--- src/rtl/cla_add16_pipe.sv ---
// Two-stage pipelined 16-bit adder/subtractor on 4-bit carry-lookahead groups.
// Optional saturation on signed overflow when CLA_ADD16_SAT_EN is defined.
module cla_add16_pipe #(
  parameter int WIDTH = 16,
  parameter int GROUP = 4
) (
  input  logic              clk,
  input  logic              rst_n,
  input  logic              in_valid,
  output logic              in_ready,
  input  logic [WIDTH-1:0]  a,
  input  logic [WIDTH-1:0]  b,
  input  logic              sub,
  input  logic              cin,
  output logic              out_valid,
  input  logic              out_ready,
  output logic [WIDTH-1:0]  sum,
  output logic              cout,
  output logic              ovf,
  output logic              zero
);
  localparam int NGRP = WIDTH / GROUP;

  if (WIDTH != 16 || GROUP != 4) begin : g_bad_cfg
    $error("cla_add16_pipe supports only WIDTH=16, GROUP=4");
  end

  logic [WIDTH-1:0] w_beff, w_p, w_g, w_c, w_sum, w_res;
  logic [NGRP-1:0]  w_P, w_G;
  logic [NGRP:0]    w_cg;
  logic             w_c0, w_accept, w_s2_load, w_ovf;

  logic [WIDTH-1:0] r_p, r_g;
  logic [NGRP-1:0]  r_P, r_G;
  logic             r_c0, r_a15, r_b15, r_vld1;

  logic [WIDTH-1:0] r_sum;
  logic             r_cout, r_ovf, r_zero, r_vld2;

  // Flow control: stage 2 refills when empty or draining; stage 1 refills behind it.
  assign w_s2_load = r_vld1 && (!r_vld2 || out_ready);
  assign in_ready  = !r_vld1 || w_s2_load;
  assign w_accept  = in_valid && in_ready;

  assign w_beff = sub ? ~b : b;
  assign w_c0   = sub | cin;
  assign w_p    = a ^ w_beff;
  assign w_g    = a & w_beff;

  for (genvar k = 0; k < NGRP; k++) begin : g_grp
    assign w_P[k] = &w_p[4*k +: 4];
    assign w_G[k] = w_g[4*k+3]
                  | (w_p[4*k+3] & w_g[4*k+2])
                  | (w_p[4*k+3] & w_p[4*k+2] & w_g[4*k+1])
                  | ((&w_p[4*k+1 +: 3]) & w_g[4*k]);

    assign w_c[4*k]   = w_cg[k];
    assign w_c[4*k+1] = r_g[4*k] | (r_p[4*k] & w_cg[k]);
    assign w_c[4*k+2] = r_g[4*k+1] | (r_p[4*k+1] & r_g[4*k])
                      | (r_p[4*k+1] & r_p[4*k] & w_cg[k]);
    assign w_c[4*k+3] = r_g[4*k+2] | (r_p[4*k+2] & r_g[4*k+1])
                      | (r_p[4*k+2] & r_p[4*k+1] & r_g[4*k])
                      | ((&r_p[4*k +: 3]) & w_cg[k]);
  end

  // Second-level lookahead, fully expanded so no group waits on another.
  assign w_cg[0] = r_c0;
  assign w_cg[1] = r_G[0] | (r_P[0] & r_c0);
  assign w_cg[2] = r_G[1] | (r_P[1] & r_G[0]) | (r_P[1] & r_P[0] & r_c0);
  assign w_cg[3] = r_G[2] | (r_P[2] & r_G[1]) | (r_P[2] & r_P[1] & r_G[0])
                 | (r_P[2] & r_P[1] & r_P[0] & r_c0);
  assign w_cg[4] = r_G[3] | (r_P[3] & r_G[2]) | (r_P[3] & r_P[2] & r_G[1])
                 | (r_P[3] & r_P[2] & r_P[1] & r_G[0])
                 | (r_P[3] & r_P[2] & r_P[1] & r_P[0] & r_c0);

  assign w_sum = r_p ^ w_c;
  assign w_ovf = (r_a15 == r_b15) && (w_sum[WIDTH-1] != r_a15);

`ifdef CLA_ADD16_SAT_EN
  assign w_res = w_ovf ? (r_a15 ? 16'h8000 : 16'h7FFF) : w_sum;
`else
  assign w_res = w_sum;
`endif

  always_ff @(posedge clk or negedge rst_n) begin
    if (!rst_n) begin
      r_vld1 <= 1'b0;
      r_p    <= '0;
      r_g    <= '0;
      r_P    <= '0;
      r_G    <= '0;
      r_c0   <= 1'b0;
      r_a15  <= 1'b0;
      r_b15  <= 1'b0;
    end else begin
      if (w_accept) begin
        r_vld1 <= 1'b1;
        r_p    <= w_p;
        r_g    <= w_g;
        r_P    <= w_P;
        r_G    <= w_G;
        r_c0   <= w_c0;
        r_a15  <= a[WIDTH-1];
        r_b15  <= w_beff[WIDTH-1];
      end else if (w_s2_load) begin
        r_vld1 <= 1'b0;
      end
    end
  end

  always_ff @(posedge clk or negedge rst_n) begin
    if (!rst_n) begin
      r_vld2 <= 1'b0;
      r_sum  <= '0;
      r_cout <= 1'b0;
      r_ovf  <= 1'b0;
      r_zero <= 1'b0;
    end else if (w_s2_load) begin
      r_vld2 <= 1'b1;
      r_sum  <= w_res;
      r_cout <= w_cg[NGRP];
      r_ovf  <= w_ovf;
      r_zero <= ~|w_res;
    end else if (out_ready) begin
      r_vld2 <= 1'b0;
    end
  end

  assign out_valid = r_vld2;
  assign sum       = r_sum;
  assign cout      = r_cout;
  assign ovf       = r_ovf;
  assign zero      = r_zero;
endmodule

--- config.mk ---
export PLATFORM = sky130hd
export DESIGN_NAME = cla_add16_pipe
export DESIGN_NICKNAME = d
export VERILOG_FILES = /design/src/rtl/cla_add16_pipe.sv
export SDC_FILE = /design/constraint.sdc
export NUM_CORES = 1
export LEC_CHECK = 0
export ABC_AREA = 1
export CAP_MARGIN = 25
export CORE_MARGIN = 2
export CORE_UTILIZATION = 40
export DETAILED_ROUTE_END_ITERATION = 16
export MAX_ROUTING_LAYER = met4
export REMOVE_ABC_BUFFERS = 1
export SLEW_MARGIN = 40
export SYNTH_ARGS = -nofsm -noshare
export SYNTH_HDL_FRONTEND = slang
export SYNTH_SLANG_ARGS = --single-unit
--- constraint.sdc ---
create_clock -name clk -period 2 [get_ports clk]
set_input_delay 0.5 -clock clk [delete_from_list [all_inputs] [get_ports clk]]
set_output_delay 0.5 -clock clk [all_outputs]
set_load 0.03 [all_outputs]
* Yosys cells after proc, flatten, opt, wreduce, memory -nomap -nowiden *
Index checks and enable logic that the tools add are counted.

word-level totals
  register bits after elaboration = 63
  latch bits = 0
  RAM bits = 0
  memory bits (read-only) = 0
  bits of input ports = 38
  output and inout bits = 21
  word-level logic and storage cells = 158
  memories = 0

operators by class
  add/subtract/negate cells = 0
  multiply operators = 0
  div/mod/pow operators = 0
  $lt $le $gt $ge = 0
  equality and inequality tests = 2
  shift-type cells = 0
  muxes and demuxes = 5
  bitwise gates (word level) = 115
  reduce and logical (&&, ||, !) cells = 23

operators by type and width
  cell                 count
  $and A1 B1 Y1        64
  $or A1 B1 Y1         47
  $xor A16 B16 Y16     2
  $reduce_and A3 Y1    8
  $and A16 B16 Y16     1
  $mux W16             1
  $not A16 Y16         1
  $reduce_and A4 Y1    4
  $reduce_or A16 Y1    1
  $mux W1              4
  $reduce_bool A2 Y1   2
  $logic_and A1 B1 Y1  3
  $logic_not A1 Y1     3
  $logic_or A1 B1 Y1   2
  $eq A1 B1 Y1         1
  $ne A1 B1 Y1         1

* Longest topological paths before layout *
Gate-level depths: netlist (run 1).

  depth in word-level cells = 9
  depth in mapped cells = 13
  depth with buffers taken out = 13

* Least setup slack after synthesis (run 1) *
OpenSTA, ideal clock, no wires.

  path type = input-to-reg
  start = input sub
  end = register r_G[0]
  library setup time = 0.139 ns
  data arrival time = 1.797 ns
  data required time = 1.861 ns
  setup slack = 0.064 ns
  stages = 8
  path buffers = 2
  cells stage by stage = buf_2 -> buf_2 -> xor2_1 -> ha_1 -> nand2_1 -> inv_1 -> a221oi_1 -> a22oi_1

between the ends
  word-level cells in the longest chain between the ends = 6
  elaborated cells on any way between the ends = 11
  those cells by class = 1 x mux; 9 x bitwise; 1 x reduce/logical

ends and longest elaborated chain
  what                                           line    text
  start: declaration                             13      input logic sub,
  $mux W16 *                                     45      assign w_beff = sub ? ~b : b;
  $xor A16 B16 Y16 *                             47      assign w_p = a ^ w_beff;
  net w_p[3]                                     28      logic [WIDTH-1:0] w_beff, w_p, w_g, w_c, w_sum, w_res;
  $and A1 B1 Y1, on equally long branches        53, 54
  $or A1 B1 Y1 or $and A1 B1 Y1 (tied branches)  53, 54
  $or A1 B1 Y1                                   54      | (w_p[4*k+3] & w_p[4*k+2] & w_g[4*k+1])
  $or A1 B1 Y1 *                                 55      | ((&w_p[4*k+1 +: 3]) & w_g[4*k]);
  end signal: assignment                         101     r_G <= w_G;
  end: declaration                               34      logic [NGRP-1:0] r_P, r_G;

Mark *: on every way through the listed nets, which the timed path passes. The rest lies on a longest branch.
A chain may end at the register's enable or synchronous reset.

* Worst setup path in the final report (run 1) *
  start = input sub
  end = register r_G[2]

Same word-level chain as after synthesis.

==> flow_summary.yaml, run 1 <==
finish:
  mostFrequentLayoutCell: "nand2_1"
  post_route_cells_drive_above_1_share_pct: 10.64
  most-common-layout-cells: "nand2_1 (112), dfrtp_1 (60), clkdlybuf4s50_1 (56)"
  layout-area-overhead-vs-synth_pct: 31.23
  layout.core_utilization_pct: 54.68
  layout.cell_area.non_filler_sq_um: 4269
  n_antenna_cell: 0
  layout.nets: 523
  fillers: 761
die:
  start_util_pct: 41.67
  die_x_um: 94.18
  placement_rows: 32
  chipHeight_um: 94.18
  top_level_ports: 59
  area_of_the_die_sq_um: 8870
  placeableCoreArea_sq_um: 7807
timing:
  timing.max_slew.rel_slack_pct: 78.70
  final_period_util_pct: 95.05
  layout_min_cycle_time_ps: 1901
  timing.hold.ws_ps: 166.4
  rsz0062_at_grt: "false"
  finalSetupViolations: 0
  final-hold-violation-count: 0
  tightest_slew_ps: 318.5
  final.setup_skew_ps: 4.735
  timing.final.max_slew_violations: 0
  clock.fmax_ghz: 0.5261
clock_tree:
  worst_setup_hold_path_clk_slew_ps: 60
  cts_tree: "built"
  cts_repair_resize_count: 0
  hold_buffers: 0
  cts_setup_buffers: 0
  clock-sinks: 60
  num_cts_buffers: 9
  ctsRootBufferMaster: "clkbuf_8"
  cts_max_path_bufs: 2
  cts.htree.levels: 3
  clock_latency_of_the_later_clocked_register_in_the_worst_skew_pair_ps: 330
critical_path:
  worst-path-max-fanout: 5
  critPathKind: "input port to register"
  worstSetupStartpointType: "input port"
  crit_required_ps: 2200
  r2r_cells: 13
  critical_path_endpoint_category: "register"
  critical_path_endpoint: "r_G[2]$_DFFE_PN0P_"
  worstReg2RegStart: "r_G[0]$_DFFE_PN0P_"
  reg2reg_setup_slack_ps: 110
  startpoint: "sub"
  worst_r2r_endpoint: "zero$_DFFE_PN0P_"
  critPathArrivalTime_ps: 2100
placed_design:
  place.gp.congestion: 0.7979
  dpl.hpwl_mm: 5.657
  post_dp_cell_area_sq_um: 4073
  portBuffers: 58
outcome:
  run_status: "finished clean"
power_and_ir_drop:
  total_leakage_power_nw: 2.059
  cellPowerDensity_nw_per_um2: 1081
  vdd_drop_max_mv: 0.3804
  p_total_mw: 4.617
synthesis:
  mappedNetlistArea_sq_um: 3253
  yosys_warnings: 0
  synth.lib_cells_used.distinct: 31
  post-synth-top-area-cell: "dfrtp_1"
  synth_area_leaders: "dfrtp_1 (46%), nand2_1 (13%), ha_1 (7.7%)"
  syn_inst: 389
  synth_sequential_area_ratio_pct: 46.15
  synth-seq-cells: 60
  yosysTopAreaCellShare_pct: 46.15
  syn-mean-instance-area_sq_um: 8.363
routing:
  vias_per_cell: 4.816
  count_of_tritonroute_iterations_in_the_first_routing_pass: 4
  drc: 0
  post_drt_wl_per_cell_um: 12.54
  drtIter0Drc: 122
  ant_nets: 0
  wirelength_mm: 7.171
  routed-via-count: 2755
flow_run:
  drv_cap: 0
global_route:
  antenna_found_initial: 0
  groute.usage.overall_pct: 19.04
  first_global_vias: 2724
  grt_first_pass_wirelength_mm: 12.66
  grt_overflow_total: 0
  grt_start_max_net_pins: 61
worst_hold_path:
  min-delay-path-class: "input port to async pin"
==> layer usage <==
| metal | wire length, um | track usage [%] |
|---|---|---|
| met4 | 140 | 8.213 |
| met5 | 0 | - |
| met2 | 3552 | 30.77 |
| met3 | 186 | 3.050 |
| met1 | 3292 | 23.76 |
==> sequential cells by signal (all words and copies together), names as in the netlist <==
register,cells
sum,16
ovf,1
out_valid,1
cout,1
r_p,16
r_P,4
r_a15,1
r_vld1,1
r_b15,1
r_g,12
r_c0,1
zero,1
r_G,4
==> synth_stat cells <==
cell,number
a21oi_1,14
a221oi_1,2
a22oi_1,1
a31oi_1,9
and2_1,2
and3_2,1
buf_2,7
buf_4,2
clkbuf_1,3
dfrtp_1,60
ha_1,20
inv_1,31
inv_2,3
nand2_1,112
nand2_2,5
nand2_4,3
nand3_1,20
nand3_2,1
nand3b_1,2
nand4_1,2
nor2_1,25
nor3_1,1
nor3_2,1
nor3_4,1
o21a_1,1
o21ai_0,37
o21ai_1,2
o21ai_2,1
o21bai_1,1
xor2_1,18
xor2_2,1
==> power by group <==
group / leakage, nW / switching [mW] / total (mW) / internal, mW
sequential: 0.739 / 0.227 / 1.75 / 1.52
clock: 0.0979 / 0.441 / 1.09 / 0.647
combinational: 1.22 / 1.02 / 1.78 / 0.760
==> cells by family after synthesis <==
group           count (synthesis)  share of synthesized area, %
buf+inv                        46                         5.807
flops                          60                         46.15
xor+xnor                       19                         5.346
fa+ha+maj                      20                         7.692
simple gates                  176                         23.62
compound gates                 68                         11.39
==> worst min path at each step <==
stage                            start                  end  slack, ps  depth (start not counted)
floorplan                        rst_n     cout$_DFFE_PN0P_        200                          0
global placement    sum[0]$_DFFE_PN0P_   sum[0]$_DFFE_PN0P_        460                          2
detailed placement  sum[4]$_DFFE_PN0P_   sum[4]$_DFFE_PN0P_        470                          2
CTS                              rst_n   r_g[8]$_DFFE_PN0P_        170                          2
global route                     rst_n  r_p[10]$_DFFE_PN0P_        190                          2
finish                           rst_n  r_g[10]$_DFFE_PN0P_        170                          2
==> cell type report <==
type | count | area (sq um) | share of cell area, %
multi-input cells | 283 | 1563 | 36.61
flip-flops and latches | 60 | 1501 | 35.17
repair buffers | 77 | 753.2 | 17.64
clock buffers | 15 | 166.4 | 3.898
inverters | 34 | 127.6 | 2.989
well taps | 102 | 127.6 | 2.989
clock inverters | 1 | 30.03 | 0.7034
==> per-stage QoR <==
step	instances	setup TNS [ps]	setup WS, ps
after floorplan	377	-4879	-190.6
after global placement	556	-448.6	-145.7
after detailed placement	556	-892.8	-260.3
after CTS	572	0	78.77
after global routing	572	0	11.03
final	572	0	99.05
==> worst max-delay path: stages <==
cell             delay [ps]
clkdlybuf4s50_1         480
buf_4                   160
xor2_1                  160
ha_1                    280
nand2_1                  80
inv_1                    60
a221oi_1                280
a21oi_1                 110
Note: power is estimated with default switching activity, not from simulation.
==> run 2, diff against run 1 <==
--- a/config.mk
+++ b/config.mk
@@ -8,9 +8,10 @@
 export ABC_AREA = 1
 export CAP_MARGIN = 25
 export CORE_MARGIN = 2
-export CORE_UTILIZATION = 40
+export CORE_UTILIZATION = 48
 export DETAILED_ROUTE_END_ITERATION = 16
 export MAX_ROUTING_LAYER = met4
+export PLACE_DENSITY = 0.78
 export REMOVE_ABC_BUFFERS = 1
 export SLEW_MARGIN = 40
 export SYNTH_ARGS = -nofsm -noshare
==> constraint.sdc (replaced) <==
create_clock -name clk -period 1.66 [get_ports clk]
set_input_delay 0.415 -clock clk [delete_from_list [all_inputs] [get_ports clk]]
set_output_delay 0.415 -clock clk [all_outputs]
set_load 0.03 [all_outputs]
==> flow_summary.yaml, run 2 (synthesized netlist as in run 1, its figures left out) <==
power_and_ir_drop:
  clockPowerShare_pct: 20.4
  p_comb_share_pct: 40.8
  cellPowerDensity_nw_per_um2: 1230
  power.share.switching_pct: 39.04
  total_leakage_power_nw: 2.191
  power.net_switching_mw: 2.125
  sequentialPowerShare_pct: 38.8
  p_int_mw: 3.317
  vdd_drop_max_mv: 0.6355
critical_path:
  worstSetupStartpointType: "register"
  critPathArrivalTime_ps: 2030
  critPathKind: "register to register"
  critical_path_endpoint_category: "register"
  r2r_cells: 13
  worst_r2r_endpoint: "zero$_DFFE_PN0P_"
  worst-path-max-fanout: 2
  crit_required_ps: 1930
  reg2reg_setup_slack_ps: -100
  worstReg2RegStart: "r_G[0]$_DFFE_PN0P_"
flow_run:
  drv_cap: 0
timing:
  tightest_slew_ps: 320.0
  clock.fmax_ghz: 0.5673
  timing.max_slew.rel_slack_pct: 78.67
  timing.final.max_slew_violations: 0
  final_period_util_pct: 106.2
  final.setup_skew_ps: 8.019
  finalSetupViolations: 1
  timing.hold.ws_ps: 69.89
  final-hold-violation-count: 0
  fin_ws_ps: -102.8
  rsz0062_at_grt: "true"
  layout_min_cycle_time_ps: 1763
finish:
  post_route_cells_drive_above_1_share_pct: 16.63
  layout-area-overhead-vs-synth_pct: 36.04
  layout.cell_area.non_filler_sq_um: 4425
  n_antenna_cell: 0
  layout.nets: 540
  most-common-layout-cells: "nand2_1 (112), dfrtp_1 (60), o21ai_0 (37)"
  mostFrequentLayoutCell: "nand2_1"
  fillers: 551
routing:
  drtIter0Drc: 203
  drc: 0
  ant_nets: 0
  count_of_tritonroute_iterations_in_the_first_routing_pass: 7
  wirelength_mm: 7.844
  routed-via-count: 2910
  vias_per_cell: 5.132
  post_drt_wl_per_cell_um: 13.83
placed_design:
  portBuffers: 58
  placement.setup.worst_slack_ps: -502.9
  place.gp.congestion: 0.9035
  dpl.hpwl_mm: 5.749
  post_dp_cell_area_sq_um: 4175
global_route:
  first_global_vias: 2979
  antenna_found_initial: 0
  grt_start_max_net_pins: 61
  groute.usage.overall_pct: 23.64
  grt_first_pass_wirelength_mm: 13.28
  grt_overflow_total: 0
die:
  start_util_pct: 48.69
  die_x_um: 86.33
  placeableCoreArea_sq_um: 6681
  top_level_ports: 59
  placement_rows: 30
  area_of_the_die_sq_um: 7452
  chipHeight_um: 86.33
worst_hold_path:
  min-delay-path-class: "input port to async pin"
clock_tree:
  clock_latency_of_the_later_clocked_register_in_the_worst_skew_pair_ps: 330
  hold_buffers: 0
  ctsRootBufferMaster: "clkbuf_8"
  cts_max_path_bufs: 2
  cts.htree.levels: 3
  num_cts_buffers: 9
  clock-sinks: 60
  cts_tree: "built"
  worst_setup_hold_path_clk_slew_ps: 60
outcome:
  failing_checks: "negative setup slack"
  run_status: "finished, violations left"
run 2: cell types whose count changed in the layout (fill, tap and decap cells not counted), moves of 2 or more:
cell             delta
ha_1                -3
a221oi_2            +2
ha_4                +2
buf_4              +12
a221oi_1            -2
buf_12              +2
dlygate4sd2_1      +20
buf_6               +2
inv_2               +3
clkinv_2            +2
inv_1               -3
clkdlybuf4s50_1    -21
run 2: power by group through the flow:
stage | sequential (mW) | combinational, mW | clock (mW)
finish | 2.11 | 2.22 | 1.11
CTS | 2.11 | 2.21 | 1.14
global placement | 2.12 | 2.22 | 0
global route | 2.17 | 2.45 | 1.20
floorplan | 2.48 | 0.874 | 0
detailed placement | 2.13 | 2.28 | 0
run 2: layout make-up:
cell class	count	area, sq um	share of cell area, %
inverters	34	127.6	2.884
repair buffers	94	908.4	20.53
multi-input cells	283	1625	36.73
clock inverters	2	10.01	0.2262
well taps	80	100.1	2.262
clock buffers	14	152.6	3.449
flip-flops and latches	60	1501	33.93
run 2: how the worst max path moves through the flow:
stage | slack (ps) | end | cells past startpoint | from
floorplan | -530 | r_p[12]$_DFFE_PN0P_ | 5 | out_valid$_DFFE_PN0P_
global placement | -420 | r_G[0]$_DFFE_PN0P_ | 8 | sub
detailed placement | -500 | r_G[0]$_DFFE_PN0P_ | 8 | sub
CTS | -40 | zero$_DFFE_PN0P_ | 13 | r_G[0]$_DFFE_PN0P_
global route | -260 | zero$_DFFE_PN0P_ | 13 | r_G[1]$_DFFE_PN0P_
finish | -100 | zero$_DFFE_PN0P_ | 13 | r_G[0]$_DFFE_PN0P_
run 2: per-layer routing:
metal	part of all wire, %	track usage, %
met3	4.2	4.286
met1	42	27.56
met4	1.2	10.80
met5	0	-
met2	52	39.72
run 2: stage by stage:
stage	TNS, ps	util (%)	power [mW]	instances
after global routing	-263.9	66.24	5.816	567
after CTS	-41.26	66.22	5.460	568
final	-102.8	66.24	5.442	567
after floorplan	-16180	-	3.350	377
after global placement	-7155	62.49	4.336	548
after detailed placement	-8422	62.49	4.410	548
run 2: critical path: stages, from the launching register on:
cell	delay, ps
dfrtp_1	410
inv_2	90
nand2_4	70
buf_6	120
ha_4	150
o21bai_1	170
nand2_1	100
nor2_1	120
nand2_1	70
nor2_1	100
nand3_1	90
nor2_1	110
nand2_1	60
nand2_1	50
run 2: repair_timing:
item | 4_1_cts | 5_1_grt
endpoints found under the setup margin | 27 | 6
gates resized for setup | 35 | 4
setup buffers | 3 | 0
pin swaps | 2 | 0
gates cloned | 1 | 0
==> run 3, diff against run 2 <==
--- a/config.mk
+++ b/config.mk
@@ -13,7 +13,7 @@
 export MAX_ROUTING_LAYER = met4
 export PLACE_DENSITY = 0.78
 export REMOVE_ABC_BUFFERS = 1
-export SLEW_MARGIN = 40
+export SLEW_MARGIN = 20
 export SYNTH_ARGS = -nofsm -noshare
 export SYNTH_HDL_FRONTEND = slang
 export SYNTH_SLANG_ARGS = --single-unit
==> results of run 3 <==
No change in the layout: final DEF, timing and power equal those of run 2.
